`src/rtl/counter_up_down_param_if.sv`:
```
// counter_up_down_param_if: control/status bundle for the parametrised up/down counter
interface counter_up_down_param_if #(parameter int WIDTH = 8);
  logic en_in;
  logic load_in;
  logic [WIDTH-1:0] d_in;
  logic up_down_in;
  logic mode_in;
  logic [WIDTH-1:0] max_in;
  logic clr_flags_in;
  logic [WIDTH-1:0] q_out;
  logic tc_out;
  logic ovf_out;
  logic unf_out;
  modport master (
    output en_in, load_in, d_in, up_down_in, mode_in, max_in, clr_flags_in,
    input q_out, tc_out, ovf_out, unf_out
  );
  modport slave (
    input en_in, load_in, d_in, up_down_in, mode_in, max_in, clr_flags_in,
    output q_out, tc_out, ovf_out, unf_out
  );
endinterface

```
`src/rtl/counter_up_down_param.sv`:
```
// counter_up_down_param: up/down counter with programmable terminal value, wrap/saturate and sticky flags
module counter_up_down_param #(
  parameter int WIDTH = 8,
  parameter logic [WIDTH-1:0] RESET_VALUE = '0
) (
  input logic clk,
  input logic reset_in,
  counter_up_down_param_if.slave bus
);
  logic [WIDTH-1:0] q, q_nxt;
  logic ovf, unf, at_top, at_zero, step, ovf_evt, unf_evt;
  always_comb begin
    at_top = q >= bus.max_in;
    at_zero = q == '0;
    step = bus.en_in & ~bus.load_in;
    ovf_evt = step & bus.up_down_in & at_top;
    unf_evt = step & ~bus.up_down_in & at_zero;
    // counting down from above the bound pulls back to the bound without flagging
    q_nxt = bus.load_in ? (bus.d_in > bus.max_in ? bus.max_in : bus.d_in)
          : !bus.en_in ? q
          : bus.up_down_in ? (at_top ? (bus.mode_in ? bus.max_in : '0) : q + 1'b1)
          : q > bus.max_in ? bus.max_in
          : at_zero ? (bus.mode_in ? '0 : bus.max_in)
          : q - 1'b1;
  end
  always_ff @(posedge clk) begin
    if (reset_in) begin
      q <= RESET_VALUE;
      ovf <= 1'b0;
      unf <= 1'b0;
    end else begin
      q <= q_nxt;
      ovf <= ovf_evt | (ovf & ~bus.clr_flags_in);
      unf <= unf_evt | (unf & ~bus.clr_flags_in);
    end
  end
  assign bus.q_out = q;
  assign bus.tc_out = ovf_evt | unf_evt;
  assign bus.ovf_out = ovf;
  assign bus.unf_out = unf;
endmodule

```
`src/flat_wrapper.sv`:
```
// flat-port wrapper written by rule: the top's interface ports become plain ports
module counter_up_down_param_flat 
#(
  parameter int WIDTH = 8,
  parameter logic [WIDTH-1:0] RESET_VALUE = '0
)
  (clk, reset_in, bus_en_in, bus_load_in, bus_d_in, bus_up_down_in, bus_mode_in, bus_max_in, bus_clr_flags_in, bus_q_out, bus_tc_out, bus_ovf_out, bus_unf_out);
  counter_up_down_param_if #(.WIDTH(WIDTH)) bus_i ();
  input logic clk;
  input logic reset_in;
  input wire logic [$bits(bus_i.en_in)-1:0] bus_en_in;
  input wire logic [$bits(bus_i.load_in)-1:0] bus_load_in;
  input wire logic [$bits(bus_i.d_in)-1:0] bus_d_in;
  input wire logic [$bits(bus_i.up_down_in)-1:0] bus_up_down_in;
  input wire logic [$bits(bus_i.mode_in)-1:0] bus_mode_in;
  input wire logic [$bits(bus_i.max_in)-1:0] bus_max_in;
  input wire logic [$bits(bus_i.clr_flags_in)-1:0] bus_clr_flags_in;
  output wire logic [$bits(bus_i.q_out)-1:0] bus_q_out;
  output wire logic [$bits(bus_i.tc_out)-1:0] bus_tc_out;
  output wire logic [$bits(bus_i.ovf_out)-1:0] bus_ovf_out;
  output wire logic [$bits(bus_i.unf_out)-1:0] bus_unf_out;
  assign bus_i.en_in = bus_en_in;
  assign bus_i.load_in = bus_load_in;
  assign bus_i.d_in = bus_d_in;
  assign bus_i.up_down_in = bus_up_down_in;
  assign bus_i.mode_in = bus_mode_in;
  assign bus_i.max_in = bus_max_in;
  assign bus_i.clr_flags_in = bus_clr_flags_in;
  assign bus_q_out = bus_i.q_out;
  assign bus_tc_out = bus_i.tc_out;
  assign bus_ovf_out = bus_i.ovf_out;
  assign bus_unf_out = bus_i.unf_out;
  counter_up_down_param #(.WIDTH(WIDTH), .RESET_VALUE(RESET_VALUE)) u_core (.clk(clk), .reset_in(reset_in), .bus(bus_i));
endmodule
```
`config.mk`:
```
export PLATFORM = sky130hd
export DESIGN_NAME = counter_up_down_param_flat
export DESIGN_NICKNAME = d
export VERILOG_FILES = /design/src/rtl/counter_up_down_param_if.sv /design/src/rtl/counter_up_down_param.sv /design/src/flat_wrapper.sv
export SDC_FILE = /design/constraint.sdc
export NUM_CORES = 1
export LEC_CHECK = 0
export CAP_MARGIN = 30
export CORE_MARGIN = 1
export CORE_UTILIZATION = 50
export DETAILED_ROUTE_END_ITERATION = 10
export PLACE_DENSITY = 0.79
export SLEW_MARGIN = 20
export SYNTH_ARGS = -nofsm -noshare
export SYNTH_HDL_FRONTEND = slang
export SYNTH_SLANG_ARGS = --single-unit
```
`constraint.sdc`:
```
create_clock -name clk -period 4.9 [get_ports clk]
set_input_delay 1.47 -clock clk [delete_from_list [all_inputs] [get_ports clk]]
set_output_delay 1.47 -clock clk [all_outputs]
set_load 0.01 [all_outputs]
```
**Yosys cells after proc, flatten, opt, wreduce, memory -nomap -nowiden**

Index checks and enable logic that the tools add are counted.

- Bits in registers: 10
- Input port bits: 23
- Output and inout bits: 11
- Logic and storage cells: 32

- Add/subtract/negate cells: 2
- Magnitude comparators: 3
- Multiplexer cells: 9
- Bitwise logic cells: 13
- Reductions and logical operators: 2

Operator list:

| cell | count |
|---|---|
| 2-to-1 mux 8 bit | 9 |
| greater-than comparator 8 bit | 2 |
| adder 8 x 1 -> 8 bit (second input constant) | 1 |
| greater-or-equal comparator 8 bit | 1 |
| logical NOT 8 bit | 1 |
| subtractor 8 x 1 -> 8 bit (second input constant) | 1 |
| AND 1 bit | 7 |
| NOT 1 bit | 3 |
| OR 1 bit | 3 |
| nonzero test 2 bit | 1 |

**Longest topological paths before layout**

- Word-level depth: 6
- Mapped depth: 11
- Gate-level depth less buffers: 8

**Worst setup path before layout**

OpenSTA, ideal clock, no wires.

- Kind: input -> output
- From: input port bus_max_in[1]
- To: output port bus_tc_out
- Arrival: 2808 ps
- Setup slack: 622 ps
- Stages on the path: 9
- Buffers on the path: 1
- Path through: inv_1 -> ha_1 -> nor2b_1 -> o211ai_1 -> a31o_2 -> clkbuf_1 -> nand2_1 -> a21oi_1 -> nor2_1

- Cells in the longest elaborated chain, start to end: 3

Ends and longest elaborated chain:

| what | line | RTL |
|---|---|---|
| start: declaration | flat_wrapper.sv:16 | `input wire logic [$bits(bus_i.max_in)-1:0] bus_max_in;` |
| greater-or-equal comparator 8 bit | counter_up_down_param.sv:13 | `at_top = q >= bus.max_in;` |
| AND 1 bit | counter_up_down_param.sv:16 | `ovf_evt = step & bus.up_down_in & at_top;` |
| OR 1 bit | counter_up_down_param.sv:38 | `assign bus.tc_out = ovf_evt \| unf_evt;` |
| end: declaration | flat_wrapper.sv:19 | `output wire logic [$bits(bus_i.tc_out)-1:0] bus_tc_out;` |

No other way between the ends.

**Final worst setup path**

Ends and elaborated chain as after synthesis.

==> results.md <==
* Outcome: finished, violations left
* Violated checks: design-rule violations
* Hold wc startpoint: u_core.bus.ovf_out$_SDFF_PP0_
* Hold Violations, Final at 0
* Maximum VDD drop at 0.000148 V
* Critical Path RT at 3.43 ns
* Area growth syn-to-layout at 30.6%
* Max layer used: met4
* Cell area after synthesis at 1570 sq um
* Sequential fraction of the synthesis area at 12.8%
* WL/cell at 17.9 um
* Mapped Nets at 249
* WL met3 at 413 um
* Gr ovfl total at 0
* Pwr dens at 209 nW/um^2
* CTS sink count at 10
* GP Congestion at 0.913
* Worst Setup End Kind: output pin
* Fmax at 212 MHz
* Detailed Route Iter0 Violations at 145
* Final wirelength at 5060 um
* Synth Instances at 207
* Cells on Worst Hold Path at 2
* Storage element area at 200 sq um
* Gr usage total at 32.1%
* Via density at 6.37
* Chip width at 58.0 um
* Inserted Clock Buffers at 3
* P_leak at 0.897 nW
* Final core occ at 71.8%
* Starting Density at 55.0%
* Nets at 294
* RR Endpoint: u_core.bus.q_out[1]$_SDFFE_PP0P_
* Distinct cells, synth at 48
* R2R setup slack at 2.16 ns
* Max Cap Viol at 0
* Routed Antenna Nets at 0
* Skew-Pair Late Insertion Delay at 0.28 ns
* Cell Rows at 19
* Final worst setup slack at 0.182 ns
* M1 wire length at 2140 um
* Reg2reg start: u_core.bus.q_out[7]$_SDFFE_PP0P_
* Layout fillers at 242
* First-pass GRT wire length at 8110 um
* WP data arrival at 3.25 ns
* Ys async rst share at 0%
* Top_reg_cell synth: dfxtp_1
* Worst slack, placed at -0.136 ns
* EDFF count, synth at 0
* Average size of a mapped cell at 7.58 sq um
* # diodes at 0
* Hold crit path type: reg -> reg
* Area of the multi-input gates at 1220 sq um
* RSZ-0062 raised after global routing: no
* CP max FO at 2
* Fin crit period at 4.72 ns
* CTS tree: done
* DIE AREA at 3370 sq um
* Core area at 2850 sq um
* # hold bufs at CTS at 0
* Vias in the first global route at 1,682
* Pin count of the biggest net entering global routing at 25
* Worst Max-Slew Pin Slew at 0.594 ns
* Period utilization at 96.3%
* Post-synthesis sequential element count at 10
* Largest area contributor in the netlist: ha_1
* R2R depth at 8
* Most area-consuming cells after synthesis: ha_1 (15%), dfxtp_1 (13%), mux2i_1 (5.7%)
* Share of cells above drive strength 1 at 15.9%
* H-tree depth at 1
* Initial antenna violation count at 0
* Slew margin rel. at 60.2%
* Synth top area share at 15.2%
* Setup violations, final at 0
* Die H at 58.0 um
* Final Max Slew Viols at 0
* CP Class: in -> out
* Hold EP: u_core.bus.ovf_out$_SDFF_PP0_
* I/O pins at 34
* Startpoint Class: primary input
* Clock Root Buffer: clkbuf_4
* Setup Skew at 0.0110 ns
* Total number of yosys warnings at 0
* Max clock buf depth at 2
* Vias at 1,795
* Crit path launch: bus_max_in[1]
* Initial DRT Pass Iterations at 10
* Wire length on met2 at 2350 um
* DRC Markers at 1
* IO buf count at 33
* DP HPWL at 3850 um
* Clock transition at path regs at 0.09 ns
[worst max-delay path by stage]
stage,end,cells after the start,slack (ns)
floorplan,bus_tc_out,9,0.62
global placement,bus_tc_out,10,-0.10
detailed placement,bus_tc_out,10,-0.14
CTS,bus_tc_out,10,0.05
global route,bus_tc_out,10,0.09
finish,bus_tc_out,10,0.18
[placed cells by master, fill, tap and decap left out, types with 2 or more instances in the layout]
master	count
a211oi_1	3
a21oi_1	15
a221o_1	2
a221oi_1	5
a32o_1	2
a32oi_1	2
and3_1	2
buf_4	22
clkbuf_4	3
clkdlybuf4s50_1	32
dfxtp_1	10
ha_1	19
inv_1	16
mux2i_1	9
nand2_1	20
nand2b_1	7
nand3_1	5
nand4_1	8
nor2_1	13
nor2b_1	6
o211ai_1	6
o21ai_0	3
o32ai_1	5
or2_2	2
xnor2_1	5
xor2_1	6
[layer usage]
layer | vias to the layer above | GRT usage [%]
met1 | 832 | 42.7
met4 | 0 | 14.3
met5 | - | 0
met3 | 17 | 5.58
li1 | 855 | -
met2 | 91 | 50.9
[area by class of cell]
class / instances / share of cell area, %
Tap cell: 31 / 1.89
Timing Repair Buffer: 55 / 23.9
Multi-Input combinational cell: 166 / 59.7
Clock buffer: 4 / 1.77
Sequential cell: 10 / 9.77
Inverter: 16 / 2.93
[cells in the mapped netlist (2+ instances only)]
library cell and n:
a211oi_1 3, a32o_1 2, clkbuf_1 9, nand2_1 20
o21ai_0 3, o211ai_1 6, ha_1 19, and3_1 2
nor2_1 13, inv_1 16, buf_1 2, buf_6 2
or2_2 2, nand2b_1 7, nand4_1 8, nand3_1 5
o32ai_1 5, xor2_1 6, a221o_1 2, mux2i_1 9
dfxtp_1 10, a221oi_1 5, a21oi_1 16, xnor2_1 5
a32oi_1 2, nor2b_1 6
[state kept, by name, summed over array words and instances (netlist names)]
name	flops
u_core.bus.unf_out	1
u_core.bus.ovf_out	1
u_core.bus.q_out	8
[through the flow]
stage               hold WS [ns]  power, mW  std cells  TNS (ns)  instance area, sq um
floorplan                  0.513      0.261        207         0                  1570
global placement           0.467      0.338        277    -0.105                  2010
detailed placement         0.490      0.342        277    -0.136                  2010
CTS                        0.511      0.424        281         0                  2040
global route               0.556      0.454        282         0                  2050
finish                     0.508      0.429        282         0                  2050
[critical path, cell delays in order]
cell,delay (ns)
clkdlybuf4s50_1,0.48
inv_1,0.06
ha_1,0.28
nor2b_1,0.13
o211ai_1,0.22
a31o_2,0.21
nand2_1,0.09
a21oi_2,0.13
nor2_1,0.05
clkbuf_2,0.13
[power by group]
part | internal (mW) | switching (mW) | total, mW
combinational | 0.115 | 0.119 | 0.235
sequential | 0.0894 | 0.0241 | 0.113
clock | 0.0452 | 0.0357 | 0.0809
[repair_timing]
action / CTS / global route
buffers inserted: 0 / 1
endpoints found under the setup margin: 1 / 1
gates resized for setup: 1 / 3
endpoints found under the hold margin: 0 / 0
pin swaps: 0 / 3
[cells by family (layout without fill, tap and decap cells)]
group,count (synthesis),in the layout,synth area share (%)
flops,10,10,12.8
simple gates,75,75,26.0
buf+inv,31,75,9.49
mux,9,9,5.74
compound gates,52,52,24.7
fa+ha+maj,19,19,15.2
xor+xnor,11,11,6.14
No activity file was read; power rests on OpenSTA's default activity.
==> RTL change (same settings) <==
`WIDTH` is set to 8 in 3 places; all go to 10.
--- a/src/rtl/counter_up_down_param_if.sv
+++ b/src/rtl/counter_up_down_param_if.sv
@@ -1,4 +1,4 @@
 // counter_up_down_param_if: control/status bundle for the parametrised up/down counter
-interface counter_up_down_param_if #(parameter int WIDTH = 8);
+interface counter_up_down_param_if #(parameter int WIDTH = 10);
   logic en_in;
   logic load_in;
--- a/src/rtl/counter_up_down_param.sv
+++ b/src/rtl/counter_up_down_param.sv
@@ -1,5 +1,5 @@
 // counter_up_down_param: up/down counter with programmable terminal value, wrap/saturate and sticky flags
 module counter_up_down_param #(
-  parameter int WIDTH = 8,
+  parameter int WIDTH = 10,
   parameter logic [WIDTH-1:0] RESET_VALUE = '0
 ) (
--- a/src/flat_wrapper.sv
+++ b/src/flat_wrapper.sv
@@ -2,5 +2,5 @@
 module counter_up_down_param_flat 
 #(
-  parameter int WIDTH = 8,
+  parameter int WIDTH = 10,
   parameter logic [WIDTH-1:0] RESET_VALUE = '0
 )
Interface: changed (resized bus_d_in, bus_max_in and bus_q_out); port bits go from 34 to 40. The function was not compared with the original's and may differ.
==> RTL change against the unedited design <==
- wire length increased by 36%
- cell count is 33% higher
- area after synthesis is 23% higher
- clock skew shrank 5.5 ps
- total power rose by 41%
- cell area rose by 31%
- worst setup slack worse by 49 ps
- register-to-register slack worse by 310 ps
- via count rose by 41%
- sequential cell count rose by 2
- synthesized cell count increased by 26%
- largest power group unchanged
- highest routed layer unchanged
==> RTL change: results (changes against the unedited design) <==
| Metric | Value |
|---|---|
| Status | `complete, no violations` |
| Endpoint of the worst-slack reg-to-reg timing path | `u_core.bus.q_out[6]` |
| Hold worst-path end | `u_core.bus.unf_out` |
| GRT Overall Usage | `35.3% (+3.2 points)` |
| Grt met1 use | `45.6% (+2.9 points)` |
| Peak supply drop | `0.168 mV (+14%)` |
| Met1 routed wirelength after detailed routing | `2720 µm (+27%)` |
| Leading cell types by count after synthesis | `23 x sky130_fd_sc_hd__nand2_1, 22 x sky130_fd_sc_hd__ha_1, 20 x sky130_fd_sc_hd__a21oi_1` |
| Master cell of the clock root buffer | `sky130_fd_sc_hd__clkbuf_8` |
| Clock latency of the later-clocked register in the worst-skew pair | `260 ps (-20 ps)` |
| Met3 routed wirelength | `749 µm (+81%)` |
| Routed length on met2 | `3000 µm (+28%)` |
| Post-layout nets | `376 (+28%)` |
| Syn-to-layout area delta | `39.8%` |
| Met3 layer usage reported by global route | `5.71% (+0.13 points)` |
| Proportion of synthesized area in mux cells | `1.69% (-4.1 points)` |
| Seq/Total Area, Yosys | `12.5% (-0.28 points)` |
| Final RePlAce weighted congestion | `0.968 (+6.0%)` |
| Max-slew headroom | `44.5% (-16 points)` |
| Flip-flop count of the largest register after layout | `10 (+2)` |
| Total of fill cells in the finished design | `286 (+18%)` |
| Largest net degree at the start of global routing | `14 (-44%)` |
| Synth Area in Compound Gates | `28.9% (+4.2 points)` |
| Reg-to-reg startpoint | `u_core.bus.q_out[4]` |
| Reported leakage power | `1.12 nW (+25%)` |
==> RTL change: cell families after synthesis <==
group / count (synthesis)
AO/OA/AOI/OAI: 76
XOR/XNOR: 12
adder cells (fa/ha/maj): 22
buffers and inverters: 33
flip-flops: 12
multiplexers: 3
AND/OR/NAND/NOR: 103
==> RTL change: where the power goes <==
group	internal [mW]	leakage [nW]	switching [mW]
Sequential	0.109	0.0990	0.0359
Combinational	0.163	0.991	0.179
Clock	0.0714	0.0288	0.0472
Total	0.343	1.12	0.262
==> RTL change: area by class of cell <==
type / instances / share of cell area, %
timing repair buffer: 75 / 24.4
sequential: 12 / 8.93
inverter: 19 / 2.65
multi-input combinational: 216 / 59.8
clock buffer: 4 / 2.05
tap: 48 / 2.23
==> RTL change: through the flow <==
step / setup WS (ps) / TNS (ps) / instances
final: 133 / 0 / 374
after global routing: 27.1 / 0 / 374
after CTS: 2.65 / 0 / 373
after detailed placement: -340 / -340 / 365
after global placement: -286 / -286 / 365
after floorplan: 631 / 0 / 261
==> RTL change: what timing repair did <==
action / CTS / global route
setup buffers: 4 / 1
pin swaps: 2 / 2
endpoints found under the setup margin: 1 / 1
gates resized for setup: 9 / 5
gates cloned: 0 / 0
==> RTL change: worst max path at each step <==
stage | to | cells after the start | from | slack (ps)
final | bus_tc_out | 10 | bus_max_in[9] | 130
after global routing | bus_tc_out | 10 | bus_max_in[3] | 30
after CTS | bus_tc_out | 10 | bus_max_in[1] | 3
after detailed placement | bus_tc_out | 10 | bus_max_in[9] | -340
after global placement | bus_tc_out | 10 | bus_max_in[9] | -290
after floorplan | bus_tc_out | 8 | bus_max_in[9] | 630
